File: config.mk
export PLATFORM = sky130hd
export DESIGN_NAME = seq_subtractor
export DESIGN_NICKNAME = d
export VERILOG_FILES = /design/src/rtl/seq_subtractor.sv
export SDC_FILE = /design/constraint.sdc
export NUM_CORES = 1
export LEC_CHECK = 0
export BUFFER_PORTS_ARGS = -buffer_cell sky130_fd_sc_hd__clkbuf_2
export CORE_UTILIZATION = 50
export CTS_CLUSTER_DIAMETER = 80
export CTS_CLUSTER_SIZE = 24
export DETAILED_ROUTE_END_ITERATION = 8
export PLACE_DENSITY = 0.73
export SETUP_SLACK_MARGIN = 0.4
export SLEW_MARGIN = 20
export SYNTH_ARGS = -nofsm -noshare
export SYNTH_HDL_FRONTEND = slang
export SYNTH_SLANG_ARGS = --single-unit
File: constraint.sdc
create_clock -name i_clk -period 6.1 [get_ports i_clk]
set_input_delay 1.83 -clock i_clk [delete_from_list [all_inputs] [get_ports i_clk]]
set_output_delay 1.83 -clock i_clk [all_outputs]
set_load 0.005 [all_outputs]
File: src/rtl/seq_subtractor.sv
// Multi-cycle subtractor: WIDTH-bit operands processed CHUNK bits per clock, LSB chunk first.
// Optional build macro SEQ_SUBTRACTOR_SAT_EN clamps a negative difference to zero.
module seq_subtractor #(
  parameter int WIDTH = 16,
  parameter int CHUNK = 4
) (
  input  logic             i_clk,
  input  logic             i_rst,
  input  logic [WIDTH-1:0] i_sub1,
  input  logic [WIDTH-1:0] i_sub2,
  input  logic             i_valid,
  output logic             o_ready,
  output logic [WIDTH:0]   o_result,
  output logic             o_valid,
  input  logic             i_ready,
  output logic [1:0]       o_state
);

  localparam int N     = WIDTH / CHUNK;
  localparam int CNT_W = (N > 1) ? $clog2(N) : 1;

  typedef enum logic [1:0] {
    IDLE = 2'd0,
    CALC = 2'd1,
    DONE = 2'd2
  } state_t;

  state_t state_q, state_d;

  logic [WIDTH-1:0] a_q, b_q, diff_q;
  logic [WIDTH-1:0] diff_next, final_diff;
  logic [WIDTH:0]   result_q;
  logic [CNT_W-1:0] cnt_q;
  logic             borrow_q;
  logic [CHUNK-1:0] chunk_a, chunk_b;
  logic [CHUNK:0]   chunk_diff;
  logic             last_chunk;
  int               idx;

  // Handshake: operands are taken on an edge where i_valid && o_ready (IDLE only);
  // a result is consumed on an edge where o_valid && i_ready (DONE only). Nothing is queued.
  always_ff @(posedge i_clk) begin
    if (i_rst) state_q <= IDLE;
    else       state_q <= state_d;
  end

  always_comb begin
    state_d = state_q;
    o_ready = 1'b0;
    o_valid = 1'b0;
    case (state_q)
      IDLE: begin
        o_ready = 1'b1;
        if (i_valid) state_d = CALC;
      end
      CALC: begin
        if (last_chunk) state_d = DONE;
      end
      DONE: begin
        o_valid = 1'b1;
        if (i_ready) state_d = IDLE;
      end
      default: state_d = IDLE;
    endcase
  end

  // One chunk per cycle; bit CHUNK of the (CHUNK+1)-bit difference is the outgoing borrow.
  always_comb begin
    idx        = int'(cnt_q) * CHUNK;
    chunk_a    = a_q[idx +: CHUNK];
    chunk_b    = b_q[idx +: CHUNK];
    chunk_diff = {1'b0, chunk_a} - {1'b0, chunk_b} - {{CHUNK{1'b0}}, borrow_q};
    diff_next  = diff_q;
    diff_next[idx +: CHUNK] = chunk_diff[CHUNK-1:0];
    last_chunk = (cnt_q == CNT_W'(N - 1));
  end

`ifdef SEQ_SUBTRACTOR_SAT_EN
  assign final_diff = chunk_diff[CHUNK] ? '0 : diff_next;
`else
  assign final_diff = diff_next;
`endif

  always_ff @(posedge i_clk) begin
    if (i_rst) begin
      a_q      <= '0;
      b_q      <= '0;
      diff_q   <= '0;
      borrow_q <= 1'b0;
      cnt_q    <= '0;
      result_q <= '0;
    end else begin
      case (state_q)
        IDLE: begin
          if (i_valid) begin
            a_q      <= i_sub1;
            b_q      <= i_sub2;
            diff_q   <= '0;
            borrow_q <= 1'b0;
            cnt_q    <= '0;
          end
        end
        CALC: begin
          diff_q   <= diff_next;
          borrow_q <= chunk_diff[CHUNK];
          cnt_q    <= cnt_q + 1'b1;
          if (last_chunk) result_q <= {chunk_diff[CHUNK], final_diff};
        end
        default: ;
      endcase
    end
  end

  assign o_result = result_q;
  assign o_state  = state_q;

endmodule

==> results of run 1 <==
-- final timing paths --
| check | startpoint | slack [ns] | end | cells after the start |
|---|---|---|---|---|
| worst max register to register | cnt_q[0]$_SDFFE_PP0P_ | 3.00 | diff_q[15]$_SDFFE_PP0P_ | 7 |
| worst max-delay path | cnt_q[0]$_SDFFE_PP0P_ | 3.00 | diff_q[15]$_SDFFE_PP0P_ | 7 |
| worst min register to register | b_q[10]$_SDFFE_PP0P_ | 0.45 | b_q[10]$_SDFFE_PP0P_ | 2 |
| worst min-delay path | b_q[10]$_SDFFE_PP0P_ | 0.45 | b_q[10]$_SDFFE_PP0P_ | 2 |
-- registers in the layout, indices dropped and copies added (netlist names) --
register	cells
o_result	17
diff_q	16
borrow_q	1
b_q	16
a_q	16
cnt_q	2
o_state	2
-- layout make-up --
cell class,instances,area (um2)
Clock inverter,5,105.1
Tap cell,75,93.84
Clock buffer,11,151.4
Timing Repair Buffer,60,310.3
Multi-Input combinational cell,268,1610
Fill cell,559,2278
Inverter,20,75.07
Sequential cell,70,1401
-- power by group through the flow --
stage	combinational, mW	sequential (mW)	clock, mW
detailed placement	0.144	0.499	0
CTS	0.145	0.488	0.480
floorplan	0.106	0.492	0
global route	0.163	0.490	0.498
global placement	0.141	0.498	0
finish	0.146	0.488	0.473
-- tightest hold or removal path: cells and delay by family, from the launching register on --
kind	cells	cell delay [ns]
DFF	1	0.31
and+or+nand+nor	1	0.05
AOI/OAI and AO/OA	1	0.05
-- cell usage in the layout (no fill, tap or decap), types with 2 or more instances in the layout --
cell,synthesis,routed
clkbuf_8,0,11
buf_4,0,4
a21oi_1,62,62
inv_1,20,20
nand2b_1,4,4
a22o_1,3,3
mux4_2,8,8
dfxtp_1,70,70
nor2_1,20,20
bufinv_16,0,3
or4bb_1,2,2
o2bb2ai_1,9,9
nand3_1,14,14
nor4bb_1,3,3
a21boi_0,2,2
o21ai_0,8,8
ha_1,10,10
clkbuf_2,0,56
o221ai_1,3,3
nor3_1,11,11
fa_1,2,2
nand2_1,91,91
o31ai_1,4,4
nor2b_1,2,2
clkinvlp_4,0,2
-- through the flow --
| step | instances | total power, mW | setup WS [ns] |
|---|---|---|---|
| 3_3_place_gp | 493 | 0.6382 | 2.901 |
| 3_5_place_dp | 493 | 0.6427 | 2.863 |
| 5_1_grt | 509 | 1.151 | 2.717 |
| 6_report | 509 | 1.106 | 3.000 |
| 4_1_cts | 509 | 1.114 | 2.984 |
| 2_1_floorplan | 382 | 0.5975 | 3.375 |
-- cells by family after synthesis --
logic type | after synthesis | synth area share (%)
xor+xnor | 2 | 0.7873
flops | 70 | 44.08
fa+ha+maj | 12 | 5.195
simple gates | 152 | 21.45
mux | 8 | 5.667
buf+inv | 44 | 5.470
compound gates | 94 | 17.36
-- layer usage --
metal	global-route usage, %	wire length [um]	vias to the layer above
met4	14.39	214	0
met5	0	0	-
li1	-	-	1400
met2	40.66	3491	78
met1	30.39	3294	1303
met3	4.556	341	15
==> impl_metrics.toml, run 1 <==
[power_and_ir_drop]
swShare_pct = 25.56
power_density_nw_per_um2 = 295.3
internal-power_mw = 0.8236
clkPwrFrac_pct = 42.7
pwr-share-comb_pct = 13.2
ir_drop_uv = 217.9
p_seq_share_pct = 44.1
p_switching_mw = 0.2829
leakagePower_nw = 1.474

[floorplanning]
die_h_um = 81.74
fp.dieArea_um2 = 6681
rows = 28
core_area_um2 = 6026
die_w_um = 81.74
initial_core_util_pct = 52.76
pin_count = 57

[critical_path]
path_class = "flip-flop to flip-flop"
cp_data_arrival_time_ns = 3.33
cp_top_family = "flip-flops"
cp.required_ns = 6.33
max_stage_delay_ns = 0.90
slowest_stage = "dfxtp_1"
start_kind = "flip-flop"
end_kind = "flip-flop"
path_buf_inv = 0
crit_chain = "mux4_2 > fa_1 > ha_1 > nand2b_1 > a21oi_2 > xor2_2 > o31ai_1"
cp_max_fo = 19

[sta]
holdWs_ns = 0.4545
fmax_mhz = 322.6
slew_viol_final = 0
finalCriticalPeriod_ns = 3.100
tns_ns = 0
timing.final.setup_violations = 0
finalClockSkew_ns = 0.007175
final_hold_viol_count = 0
worst_slew_pin_slew_ns = 0.8745
fin_crit_sh_pct = 50.82
rsz0062_at_grt = "false"
relSlewSlack_pct = 41.62

[place]
hpwl_mm = 4.965
placed_cell_area_um2 = 3491
port_buffers = 56
gp_congestion = 0.8486

[clock_tree]
cts_root_buf = "clkbuf_8"
cts_tree = "built"
holdBufCountCts = 0
cts_setup_buffers = 0
htree_levels = 3
numCtsBuffers = 9
path_clk_slew_ns = 0.08
cts_sinks = 70
clk_latency_ns = 0.35
clock_path_buffers = 2
cts.repair.resized = 0

[logic_synthesis]
ys_seq_area_share_pct = 44.08
synth-edff-count = 0
synth.distinct_cells = 33
ys.flop_type = "dfxtp_1"
syn_inst = 382
yosys_warnings = 0
post-synth-top-area-cell = "dfxtp_1"
synth_nets = 430
synthesis.area_um2 = 3179
yosysMostFrequentCell = "nand2_1"
yosys-top-cells-count = "91 x nand2_1, 70 x dfxtp_1, 62 x a21oi_1, 20 x inv_1, 20 x nor2_1"
ys_seq_elements = 70
avgSynthCellArea_um2 = 8.323
synthArstFlopShare_pct = 0
synth_top_area_share_pct = 44.08
synthTopCellsByArea = "dfxtp_1 44%, nand2_1 11%, a21oi_1 9.8%, mux4_2 5.7%, ha_1 3.9%"

[global_routing]
grt.total_usage_pct = 24.82
grt-ovfl-total = 0
first_global_vias = 2665
grt_antenna_before_repair = 0
grt_pass1_wl_mm = 12.32
grt_start_max_net_pins = 48

[detailed_routing]
wl_mm = 7.343
drc = 0
num_vias = 2796
drt_pass1_iterations = 4
drtIter0Drc = 252
vias_per_cell = 5.493
wl_per_cell_um = 14.43
final_antenna_net_count = 0

[cells_and_area]
final_net_count = 477
drive_gt1_share_pct = 20.28
final_area_um2 = 3747
final_core_util_pct = 62.19
diodes = 0
synthToLayoutAreaGrowth_pct = 17.87

[hold_path]
hp-class = "flip-flop to flip-flop"

[status]
status = "complete, no violations"

[run]
cap_violations = 0
Power figures use the tool's default switching activity.
==> run 2: changes to the inputs <==
Clock period 6.1 ns to 3.23 ns, I/O delays scaled along.
==> run 2 against run 1 <==
Net effect:
- die area did not move
- critical path type unchanged
- total power rose by 64%
- highest routed layer unchanged
- clock-buffer cell count rose by 1
- sequential share of layout area rose by 0.75 points
- sequential cell count did not move
==> impl_metrics.toml, run 2 (synthesis gave the netlist of run 1 again) <==
[floorplanning]
core_area_um2 = 6026
fp.dieArea_um2 = 6681
rows = 28
initial_core_util_pct = 52.76
die_w_um = 81.74
pin_count = 57
die_h_um = 81.74

[global_routing]
grt_start_max_net_pins = 48
grt_pass1_wl_mm = 11.85
first_global_vias = 2472
grt_antenna_before_repair = 0
grt.total_usage_pct = 23.89
grt-ovfl-total = 0

[sta]
fin_crit_sh_pct = 79.61
finalClockSkew_ns = 0.01078
rsz0062_at_grt = "false"
fmax_mhz = 388.9
tns_ns = 0
timing.final.setup_violations = 0
slew_viol_final = 0
final_hold_viol_count = 0
relSlewSlack_pct = 53.86
finalCriticalPeriod_ns = 2.571
worst_slew_pin_slew_ns = 0.6828

[cells_and_area]
final_net_count = 480
largest_reg_flops = 17
layout_commonest_cell = "nand2_1"
final_cell_mix = "91 x nand2_1, 69 x dfxtp_1, 62 x a21oi_1"
diodes = 0
drive_gt1_share_pct = 20.28
final_core_util_pct = 61.03
synthToLayoutAreaGrowth_pct = 15.66

[power_and_ir_drop]
internal-power_mw = 1.311
clkPwrFrac_pct = 33.8
p_switching_mw = 0.4995
leakagePower_nw = 1.449
p_seq_share_pct = 50.7
swShare_pct = 27.59
pwr-share-comb_pct = 15.4
power_density_nw_per_um2 = 492.3
ir_drop_uv = 253.9

[run]
cap_violations = 0

[critical_path]
end_kind = "flip-flop"
path_buf_inv = 0
cp.required_ns = 3.44
slowest_stage = "mux4_2"
path_class = "flip-flop to flip-flop"
crit_chain = "mux4_2 > fa_1 > ha_1 > nand2b_1 > a21oi_2 > xor2_2 > o31ai_1"
cp_top_family = "adder cells"
cp_max_fo = 8
start_kind = "flip-flop"
max_stage_delay_ns = 0.55
cp_data_arrival_time_ns = 2.78

[clock_tree]
numCtsBuffers = 9
clock_path_buffers = 2
cts_setup_buffers = 0
path_clk_slew_ns = 0.07
cts_sinks = 70
cts_tree = "built"
clk_latency_ns = 0.34
cts_root_buf = "clkbuf_8"
htree_levels = 3

[status]
status = "complete, no violations"

[place]
gp_congestion = 0.8816
hpwl_mm = 5.074
port_buffers = 56

[hold_path]
hp-class = "flip-flop to flip-flop"

[detailed_routing]
wl_mm = 7.262
final_antenna_net_count = 0
vias_per_cell = 5.491
num_vias = 2795
wl_per_cell_um = 14.27
drc = 0
drt_pass1_iterations = 4
drtIter0Drc = 190
[run 2: cell count changes in the layout (fill, tap and decap cells not counted)]
cell	change
buf_4	+3
clkbuf_1	+1
clkinvlp_4	-1
dfxtp_1	-1
bufinv_16	-3
dfxtp_2	+1
[run 2: final timing paths]
check	startpoint	end	slack (ns)	cells past startpoint
setup / recovery	cnt_q[0]$_SDFFE_PP0P_	diff_q[11]$_SDFFE_PP0P_	0.66	7
hold / removal	b_q[15]$_SDFFE_PP0P_	b_q[15]$_SDFFE_PP0P_	0.45	2
setup reg to reg	cnt_q[0]$_SDFFE_PP0P_	diff_q[11]$_SDFFE_PP0P_	0.66	7
hold reg to reg	b_q[15]$_SDFFE_PP0P_	b_q[15]$_SDFFE_PP0P_	0.45	2
[run 2: metrics by stage]
step | power, mW | area, um2 | hold slack, ns | instances | worst slack [ns]
floorplan | 1.128 | 3179 | 0.4331 | 382 | 0.5913
global placement | 1.209 | 3513 | 0.4407 | 496 | 0.4911
detailed placement | 1.215 | 3513 | 0.4477 | 496 | 0.4639
CTS | 1.819 | 3676 | 0.4571 | 509 | 0.4540
global route | 1.890 | 3677 | 0.4706 | 509 | 0.4365
finish | 1.810 | 3677 | 0.4537 | 509 | 0.6587
[run 2: worst register-to-register path, delay by kind of cell (launching register included)]
kind | cells | cell delay (ns)
flip-flops | 1 | 0.47
AND/OR/NAND/NOR | 1 | 0.14
AO/OA/AOI/OAI | 2 | 0.28
multiplexers | 1 | 0.55
XOR/XNOR | 1 | 0.38
adder cells (fa/ha/maj) | 2 | 0.62
[run 2: cell type report]
| cell class | count | area [um2] |
|---|---|---|
| Clock buffer | 12 | 155.1 |
| Clock inverter | 1 | 7.507 |
| Fill cell | 550 | 2349 |
| Inverter | 20 | 75.07 |
| Multi-Input combinational cell | 268 | 1610 |
| Sequential cell | 70 | 1403 |
| Tap cell | 75 | 93.84 |
| Timing Repair Buffer | 63 | 332.8 |
[run 2: metal layers]
layer,up-vias,part of all wire [%],GRT usage (%)
li1,1406,-,-
met2,90,48,37.77
met1,1286,45,31.84
met3,13,5.5,3.889
met5,-,0,0
met4,0,1.7,11.05
[run 2: power groups by stage]
stage	registers, mW	clock network, mW	logic, mW
after floorplan	0.929	0	0.200
after global placement	0.937	0	0.271
after detailed placement	0.939	0	0.277
after CTS	0.919	0.621	0.279
after global routing	0.923	0.656	0.311
final	0.918	0.613	0.279
[run 2: what timing repair did]
action	in CTS	in global routing
gates resized for setup	0	1
hold buffers	0	0
endpoints found under the setup margin	0	26
